--- src/rtl/fp_pkg.sv ---
`default_nettype none
// ============================================================================
// Module   : fp_pkg
// Brief    : Shared FP format constants, flag indices, divider FSM states and
//            operand decode helpers for the FP datapath.
// Revision : 1.0 - initial release
// ============================================================================
package fp_pkg;

    localparam int MANTISA_WIDTH  = 23;
    localparam int EXPONENT_WIDTH = 8;
    localparam int FP_WIDTH       = MANTISA_WIDTH + EXPONENT_WIDTH + 1;
    localparam int BIAS           = 2 ** (EXPONENT_WIDTH - 1) - 1;

    localparam int FLAG_N = 3;
    localparam int FLAG_Z = 2;
    localparam int FLAG_C = 1;
    localparam int FLAG_V = 0;

    typedef enum logic [1:0] {
        ST_IDLE   = 2'd0,
        ST_DIVIDE = 2'd1,
        ST_FINISH = 2'd2
    } div_state_t;

    typedef struct packed {
        logic                      sign;
        logic [EXPONENT_WIDTH-1:0] exp;
        logic [MANTISA_WIDTH-1:0]  frac;
    } fp_t;

    function automatic fp_t fp_unpack(input logic [FP_WIDTH-1:0] x);
        return fp_t'(x);
    endfunction

    // No denormal support: only an all-zero exponent and fraction is zero.
    function automatic logic fp_is_zero(input fp_t x);
        return (x.exp == '0) && (x.frac == '0);
    endfunction

    function automatic logic [3:0] fp_flags(input logic n, input logic z, input logic v);
        logic [3:0] f;
        f         = 4'b0000;
        f[FLAG_N] = n;
        f[FLAG_Z] = z;
        f[FLAG_C] = 1'b0;
        f[FLAG_V] = v;
        return f;
    endfunction

endpackage
`default_nettype wire

--- src/rtl/div_fp_mant.sv ---
`default_nettype none
// ============================================================================
// Module   : div_mant_restoring
// Brief    : Restoring shift-subtract mantissa divider, one quotient bit per step.
// Revision : 1.0 - initial release
// ============================================================================
module div_mant_restoring
    import fp_pkg::*;
#(
    parameter int MANT_WIDTH = MANTISA_WIDTH
) (
    input  logic                  clk,
    input  logic                  rst_n,
    input  logic                  load,
    input  logic                  step,
    input  logic [MANT_WIDTH:0]   mant_a,
    input  logic [MANT_WIDTH:0]   mant_b,
    output logic [MANT_WIDTH+1:0] q,
    output logic                  last
);

    localparam int                c_cnt_w = $clog2(MANT_WIDTH + 2);
    localparam logic [c_cnt_w-1:0] c_last = c_cnt_w'(MANT_WIDTH + 1);

    // Remainder stays below 2*divisor, so one spare bit carries the trial sign.
    logic [MANT_WIDTH+2:0] r_rem;
    logic [MANT_WIDTH:0]   r_div;
    logic [MANT_WIDTH:0]   r_q;
    logic [c_cnt_w-1:0]    r_count;

    logic [MANT_WIDTH+2:0] w_trial;
    logic                  w_ge;

    assign w_trial = r_rem - {2'b00, r_div};
    assign w_ge    = ~w_trial[MANT_WIDTH+2];
    // Quotient including the bit resolved by the current step.
    assign q       = {r_q, w_ge};
    assign last    = (r_count == c_last);

    always_ff @(posedge clk or negedge rst_n) begin
        if (!rst_n) begin
            r_rem   <= '0;
            r_div   <= '0;
            r_q     <= '0;
            r_count <= '0;
        end else if (load) begin
            r_rem   <= {2'b00, mant_a};
            r_div   <= mant_b;
            r_q     <= '0;
            r_count <= '0;
        end else if (step) begin
            r_rem   <= w_ge ? {w_trial[MANT_WIDTH+1:0], 1'b0} : {r_rem[MANT_WIDTH+1:0], 1'b0};
            r_q     <= {r_q[MANT_WIDTH-1:0], w_ge};
            r_count <= r_count + 1'b1;
        end
    end

endmodule
`default_nettype wire

--- src/rtl/div_fp.sv ---
`default_nettype none
// ============================================================================
// Module   : div_fp
// Brief    : Iterative FP divider res = a / b with start/done handshake, NZCV flags.
// Revision : 1.0 - initial release
// ============================================================================
module div_fp
    import fp_pkg::*;
(
    input  logic                clk,
    input  logic                rst_n,
    input  logic                start,
    input  logic [FP_WIDTH-1:0] a,
    input  logic [FP_WIDTH-1:0] b,
    output logic                busy,
    output logic                done,
    output logic [FP_WIDTH-1:0] res_div,
    output logic [3:0]          flags_div
);

    localparam logic signed [EXPONENT_WIDTH+1:0] c_exp_max = (EXPONENT_WIDTH+2)'((1 << EXPONENT_WIDTH) - 1);
    localparam logic signed [EXPONENT_WIDTH+1:0] c_bias    = (EXPONENT_WIDTH+2)'(BIAS);
    localparam logic signed [EXPONENT_WIDTH+1:0] c_one     = (EXPONENT_WIDTH+2)'(1);
    localparam logic signed [EXPONENT_WIDTH+1:0] c_zero    = '0;

    div_state_t                       r_state;
    logic                             r_sign;
    logic signed [EXPONENT_WIDTH+1:0] r_exp_base;

    fp_t                              w_a;
    fp_t                              w_b;
    logic                             w_a_zero;
    logic                             w_b_zero;
    logic                             w_sign;
    logic signed [EXPONENT_WIDTH+1:0] w_exp_base;
    logic                             w_load;
    logic                             w_step;
    logic [MANTISA_WIDTH+1:0]         w_q;
    logic                             w_last;
    logic                             w_norm_hi;
    logic [MANTISA_WIDTH-1:0]         w_norm_mant;
    logic signed [EXPONENT_WIDTH+1:0] w_norm_exp;

    assign w_a        = fp_unpack(a);
    assign w_b        = fp_unpack(b);
    assign w_a_zero   = fp_is_zero(w_a);
    assign w_b_zero   = fp_is_zero(w_b);
    assign w_sign     = w_a.sign ^ w_b.sign;
    assign w_exp_base = $signed({2'b00, w_a.exp}) - $signed({2'b00, w_b.exp}) + c_bias;

    assign w_load = (r_state == ST_IDLE) && start && !w_a_zero && !w_b_zero;
    assign w_step = (r_state == ST_DIVIDE);

    div_mant_restoring #(
        .MANT_WIDTH (MANTISA_WIDTH)
    ) u_mant (
        .clk    (clk),
        .rst_n  (rst_n),
        .load   (w_load),
        .step   (w_step),
        .mant_a ({1'b1, w_a.frac}),
        .mant_b ({1'b1, w_b.frac}),
        .q      (w_q),
        .last   (w_last)
    );

    // Quotient lies in [1/2, 2): drop one extra bit when it is >= 1.
    assign w_norm_hi   = w_q[MANTISA_WIDTH+1];
    assign w_norm_mant = w_norm_hi ? w_q[MANTISA_WIDTH:1] : w_q[MANTISA_WIDTH-1:0];
    assign w_norm_exp  = w_norm_hi ? r_exp_base : (r_exp_base - c_one);

    always_ff @(posedge clk or negedge rst_n) begin
        if (!rst_n) begin
            r_state    <= ST_IDLE;
            r_sign     <= 1'b0;
            r_exp_base <= '0;
            busy       <= 1'b0;
            done       <= 1'b0;
            res_div    <= '0;
            flags_div  <= '0;
        end else begin
            done <= 1'b0;
            case (r_state)
                ST_IDLE: begin
                    if (start) begin
                        r_sign     <= w_sign;
                        r_exp_base <= w_exp_base;
                        busy       <= 1'b1;
                        if (w_b_zero) begin
                            res_div   <= {w_sign, {EXPONENT_WIDTH{1'b1}}, {MANTISA_WIDTH{1'b0}}};
                            flags_div <= fp_flags(w_sign, 1'b0, 1'b1);
                            done      <= 1'b1;
                            r_state   <= ST_FINISH;
                        end else if (w_a_zero) begin
                            res_div   <= {w_sign, {EXPONENT_WIDTH{1'b0}}, {MANTISA_WIDTH{1'b0}}};
                            flags_div <= fp_flags(w_sign, 1'b1, 1'b0);
                            done      <= 1'b1;
                            r_state   <= ST_FINISH;
                        end else begin
                            r_state <= ST_DIVIDE;
                        end
                    end
                end
                ST_DIVIDE: begin
                    // Result is registered with the final quotient bit so done coincides with FINISH.
                    if (w_last) begin
                        done    <= 1'b1;
                        r_state <= ST_FINISH;
                        if (w_norm_exp >= c_exp_max) begin
                            res_div   <= {r_sign, {EXPONENT_WIDTH{1'b1}}, {MANTISA_WIDTH{1'b0}}};
                            flags_div <= fp_flags(r_sign, 1'b0, 1'b1);
                        end else if (w_norm_exp <= c_zero) begin
                            res_div   <= {r_sign, {EXPONENT_WIDTH{1'b0}}, {MANTISA_WIDTH{1'b0}}};
                            flags_div <= fp_flags(r_sign, 1'b1, 1'b0);
                        end else begin
                            res_div   <= {r_sign, w_norm_exp[EXPONENT_WIDTH-1:0], w_norm_mant};
                            flags_div <= fp_flags(r_sign, 1'b0, 1'b0);
                        end
                    end
                end
                ST_FINISH: begin
                    busy    <= 1'b0;
                    r_state <= ST_IDLE;
                end
                default: begin
                    busy    <= 1'b0;
                    r_state <= ST_IDLE;
                end
            endcase
        end
    end

endmodule
`default_nettype wire

--- config.mk ---
export PLATFORM = sky130hd
export DESIGN_NAME = div_fp
export DESIGN_NICKNAME = d
export VERILOG_FILES = /design/src/rtl/fp_pkg.sv /design/src/rtl/div_fp_mant.sv /design/src/rtl/div_fp.sv
export SDC_FILE = /design/constraint.sdc
export NUM_CORES = 1
export LEC_CHECK = 0
export ABC_AREA = 1
export CORE_MARGIN = 8
export CORE_UTILIZATION = 57
export CTS_CLUSTER_SIZE = 20
export DETAILED_ROUTE_END_ITERATION = 16
export PLACE_DENSITY = 0.85
export SKIP_LAST_GASP = 1
export SYNTH_ARGS = -nofsm -noshare
export SYNTH_HDL_FRONTEND = slang
export SYNTH_SLANG_ARGS = --single-unit
export TNS_END_PERCENT = 50
--- constraint.sdc ---
create_clock -name clk -period 2.3 [get_ports clk]
set_clock_uncertainty 0.05 [all_clocks]
set_input_delay 0.575 -clock clk [delete_from_list [all_inputs] [get_ports clk]]
set_output_delay 0.575 -clock clk [all_outputs]
set_load 0.01 [all_outputs]
After elaboration in Yosys (flattened, before gate mapping). Index checks and enable logic that the tools add are counted.

Add/sub/neg operators: 5. Reduce and logical (&&, ||, !) cells: 18. Equal/unequal tests: 5. Bitwise operators: 3. Magnitude comparators: 2. Muxes and demuxes: 35.

Operators by type and width (count): $mux W32 (4); $mux W26 (3); $pmux W32 S2 (1); $mux W31 (2); $mux W24 (2); $logic_not A23 Y1 (2); $sub A26 B24 Y26 (1); $mux W23 (1); $logic_not A8 Y1 (2); $mux W4 (4); $add A9 B8 Y10 const B (1); $ge A10 B9 Y1 const B (1); $le A10 B1 Y1 const B (1); $mux W10 (1); $mux W5 (2); $sub A10 B2 Y10 const B (1); $sub A8 B8 Y9 (1); $mux W2 (4); $pmux W4 S2 (1); $mux W3 (2); $reduce_and A2 Y1 (3); $add A5 B1 Y5 const B (1); $eq A5 B5 Y1 const B (1); $logic_and A1 B1 Y1 (5); 12 further kinds (21).

Bits of input ports: 67. Word-level logic and storage cells: 79. Bits in registers: 130. Output and inout bits: 38.

Depth between registers and ports, before layout.
Word-level depth: 7. Mapped depth: 16.

Cells and area by module. From an unflattened synthesis, not the netlist that was laid out.

Cell total of the unflattened synthesis: 1295. Area, all modules: 9118.7 sq um.

By module, submodules not included: div_mant_restoring (cells an instance 785, instances 1, area each 5645.4 sq um); div_fp (cells an instance 510, instances 1, area each 3473.3 sq um).

Worst setup path after synthesis. OpenSTA, ideal clock, no wires.

Path kind: input -> register. Start: input a[23]. End: register r_exp_base[8]. Slack: 0.039 ns. Stages: 13. Required time: 2.119 ns. Data arrival time: 2.080 ns. Cells stage by stage: inv_1 > ha_1 > inv_1 > fa_1 > inv_1 > ha_1 > inv_1 > nor2_1 > inv_1 > nor2_1 > nand3_1 > nand3_1 > o21ai_0.

Cells in the longest elaborated chain, start to end: 2.

RTL lines: from (decl) (line div_fp.sv:13) `input logic [FP_WIDTH-1:0] a,`; $sub A8 B8 Y9 (line div_fp.sv:49) `assign w_exp_base = $signed({2'b00, w_a.exp}) - $signed({2'b00, w_b.exp}) + c_bias;`; $add A9 B8 Y10 (line div_fp.sv:49); to (signal assigned) (line div_fp.sv:87) `r_exp_base <= w_exp_base;`; to (decl) (line div_fp.sv:28) `logic signed [EXPONENT_WIDTH+1:0] r_exp_base;`.

No other way between the ends. A chain may end at the register's enable or synchronous reset.

Worst setup path after layout.
Start: input b[25]. End: register r_exp_base[6].

Cells in the longest elaborated chain, start to end: 2.

RTL lines: from (decl) (line div_fp.sv:14) `input logic [FP_WIDTH-1:0] b,`; $sub A8 B8 Y9 (line div_fp.sv:49); $add A9 B8 Y10 (line div_fp.sv:49).

No other way between the ends.

==> metrics.txt <==
Worst setup SP type input pin; worst setup path class input pin to flip-flop; final core occ around four fifths; DP HPWL about 18 mm; vias in the first global route between 8000 and 9000; final worst-path cycle share a little over nine tenths; Worst EP required 2.60 ns; share of layout cells above drive strength 1 about 22%; vias after detailed routing roughly 9000; most frequent CP cell nand2_1; Area Growth Syn to Fin 38.0%; unrepaired setup endpoints after global routing true; CP max stage delay 0.49 ns; GPL Wtd Cong ~0.96; root buffer cell clkbuf_16; fillers approximately 980; portion of total power attributed to sequential cells between 20% and 30%; hold violation count in the final report 0; Post-Syn Area 8700 um2; CP cell instances clkdlybuf4s50_1 -> inv_1 -> ha_4 -> nand2_1 -> nand3_2 -> xnor2_2 -> nand2_1 -> nor2_4 -> nand3_2 -> nand2_1 -> nor2_1 -> a21oi_1; #FFs+latches synth 128; Syn Inst Count between 1000 and 1500; status finished clean; Max Slew Vio Count 0; Worst VDD drop between 0.7 and 0.8 mV; Placed Instances 1611; die footprint 19500 um2; Slowest-stage cell, CP clkdlybuf4s50_1; H-tree depth 4; Final Critical Period 2.26 ns; switching power between 9 and 10 mW; initial antenna violation count 0; GRT overflow 0; antenna-violating nets left 0; Vias/cell around 5.4; crit-path max FO 6; first-pass GRT wire length slightly above 40 mm; Starting Density between 50 and 60%; Core Box Area ~15000 um2; Port Buffers a little over 100; FF+latch area between 3000 and 4000 um2; layout net count 1562; Pre-antenna DRT Iters 6; pin count of the biggest net entering global routing 45; Warnings, synthesis 0; Setup violations, final 0; clock-pin slew on the worst setup and hold paths roughly 0.060 ns; Commonest cells post-synth 412 x nand2_1, 187 x inv_1, 128 x dfrtp_1, 82 x nor2_1, 74 x nand3_1; Worst Hold Class input pin to asynchronous set/reset pin; Synth async-reset ratio 100%; area leader, netlist dfrtp_1; multi-input logic area a little over 5000 um2; Power Density 1690 nW/um2; GRT Util Overall roughly a quarter; Rows 45; Leak approximately 6 nW; worst endpoint data arrival time ~2.6 ns; Layout Cells excl Fill around 1700; worst-skew pair later-pin latency around 0.43 ns; cts hold-fix bufs 0; Die H approximately 140 um; Clk network pwr share around 15%; Distinct cells, synth 44; final wirelength ~26 mm; FMAX between 400 and 500 MHz; number of DRC markers in iteration 0 between 700 and 800; sequential share of the synthesized area between 30% and 40%; Mean Syn Cell Area roughly 7.0 um2; Post-synth EDFFs 0; TritonCTS buffer count 17; antenna cell count 0; logic gate share of total power 65.4%; # Max-Cap Violations 0; Max Buffers Root-to-Sink 2; Net Sw Frac 47.4%; CTS tree yes; post-synth top area share between 30% and 40%; fin worst setup slack about 0.043 ns; synth top area cells dfrtp_1 37%, nand2_1 18%, inv_1 8.1%, ha_1 5.2%, nand3_1 4.3%; Setup crit end kind flip-flop; cell internal pwr roughly 11 mW; pre-CTS setup slack -0.659 ns; clock sinks 128; ys flop type dfrtp_1; num ports around 110; WL/cell 15.8 um; syn nets 1351; Die X between 100 and 150 um; drc violations 0; library cell with the highest instance count after synthesis nand2_1
-- sequential cells by signal (all words and copies together), names as in the netlist --
signal and flops:
res_div 31, u_mant.r_rem 26, u_mant.r_div 24, u_mant.r_q 24
r_exp_base 10, u_mant.r_count 5, flags_div 3, r_state 2
busy 1, done 1, r_sign 1
-- placed cells by master, fill, tap and decap left out, drive strengths merged --
cell	netlist	routed
dlymetal6s2s	0	3
o22ai	23	23
clkdlybuf4s50	0	98
nand3b	3	3
buf	21	123
nor2	100	100
a21oi	34	34
and2	2	2
o21ai	98	98
xor2	13	13
a31oi	3	3
o21bai	6	6
dlygate4sd2	0	1
inv	197	202
nand3	76	76
ha	36	36
clkbuf	15	20
fa	2	2
nor3	9	9
a21o	1	1
nand2	426	428
bufinv	0	4
conb	1	1
or2	9	9
nand4	28	28
a22oi	1	1
clkinv	1	5
dfrtp	128	128
xnor2	13	13
-- power by group through the flow --
stage,clock (mW),sequential [mW],combinational [mW]
final,2.98,4.06,13.3
after global routing,3.10,4.15,14.6
after CTS,2.98,3.94,11.4
after detailed placement,0,3.95,11.2
after global placement,0,3.90,10.9
after floorplan,0,3.94,7.56
-- per-stage QoR --
step / setup TNS (ns) / power [mW] / hold slack, ns / area, um2
after floorplan: 0 / 11.5 / 0.229 / 8700
after global placement: -43.01 / 14.8 / 0.390 / 10700
after detailed placement: -54.12 / 15.2 / 0.395 / 10700
final: 0 / 20.3 / 0.0437 / 12000
after CTS: -0.188 / 18.3 / 0.0531 / 11400
after global routing: -0.958 / 21.9 / 0.0725 / 12000
-- critical path: cells and delay by family --
| kind | cells | cell delay (ns) |
|---|---|---|
| adder cells (fa/ha/maj) | 1 | 0.25 |
| XOR/XNOR | 1 | 0.27 |
| buffers and inverters | 2 | 0.57 |
| AND/OR/NAND/NOR | 7 | 0.76 |
| AO/OA/AOI/OAI | 1 | 0.12 |
-- path summary, 6_finish.rpt --
kind	startpoint	endpoint	depth (start not counted)	slack (ns)
hold / removal	rst_n	u_mant.r_div[19]	1	0.04
setup / recovery	b[25]	r_exp_base[6]	12	0.04
max in group asynchronous	rst_n	res_div[7]	2	1.49
min in group clk	u_mant.r_div[23]	u_mant.r_div[23]	2	0.41
hold reg to reg	u_mant.r_div[23]	u_mant.r_div[23]	2	0.41
setup reg to reg	u_mant.r_rem[9]	u_mant.r_rem[20]	13	0.07
-- kinds of logic after synthesis --
kind of cell	share of synthesized area (%)
and+or+nand+nor	32.7
other	0.0431
adders and majority gates	5.64
DFF	36.8
buffers and inverters	11.1
xor gates and xnor gates	2.62
AOI/OAI and AO/OA	11.1
-- metal layers --
layer	GRT usage, %	up-vias	share of wire (%)	wire, um
met5	0	-	0	0
met4	8.40	0	2.8	735
met3	4.92	70	6.4	1670
met2	43.1	383	50	13100
met1	31.1	4219	41	10800
li1	-	4346	-	-
-- repair_timing --
action | CTS | global route
resized for setup | 15 | 106
gates cloned | 0 | 3
endpoints found under the setup margin | 81 | 90
pin swaps | 7 | 27
setup buffers | 2 | 10
-- layout make-up --
class	instances	area share (%)
Sequential cell	128	26.7
Tap cell	188	1.96
Inverter	198	6.23
Clock buffer	19	3.69
Clock inverter	13	1.66
Timing Repair Buffer	226	17.2
Multi-Input combinational cell	886	42.6
No activity file was read; power rests on OpenSTA's default activity.
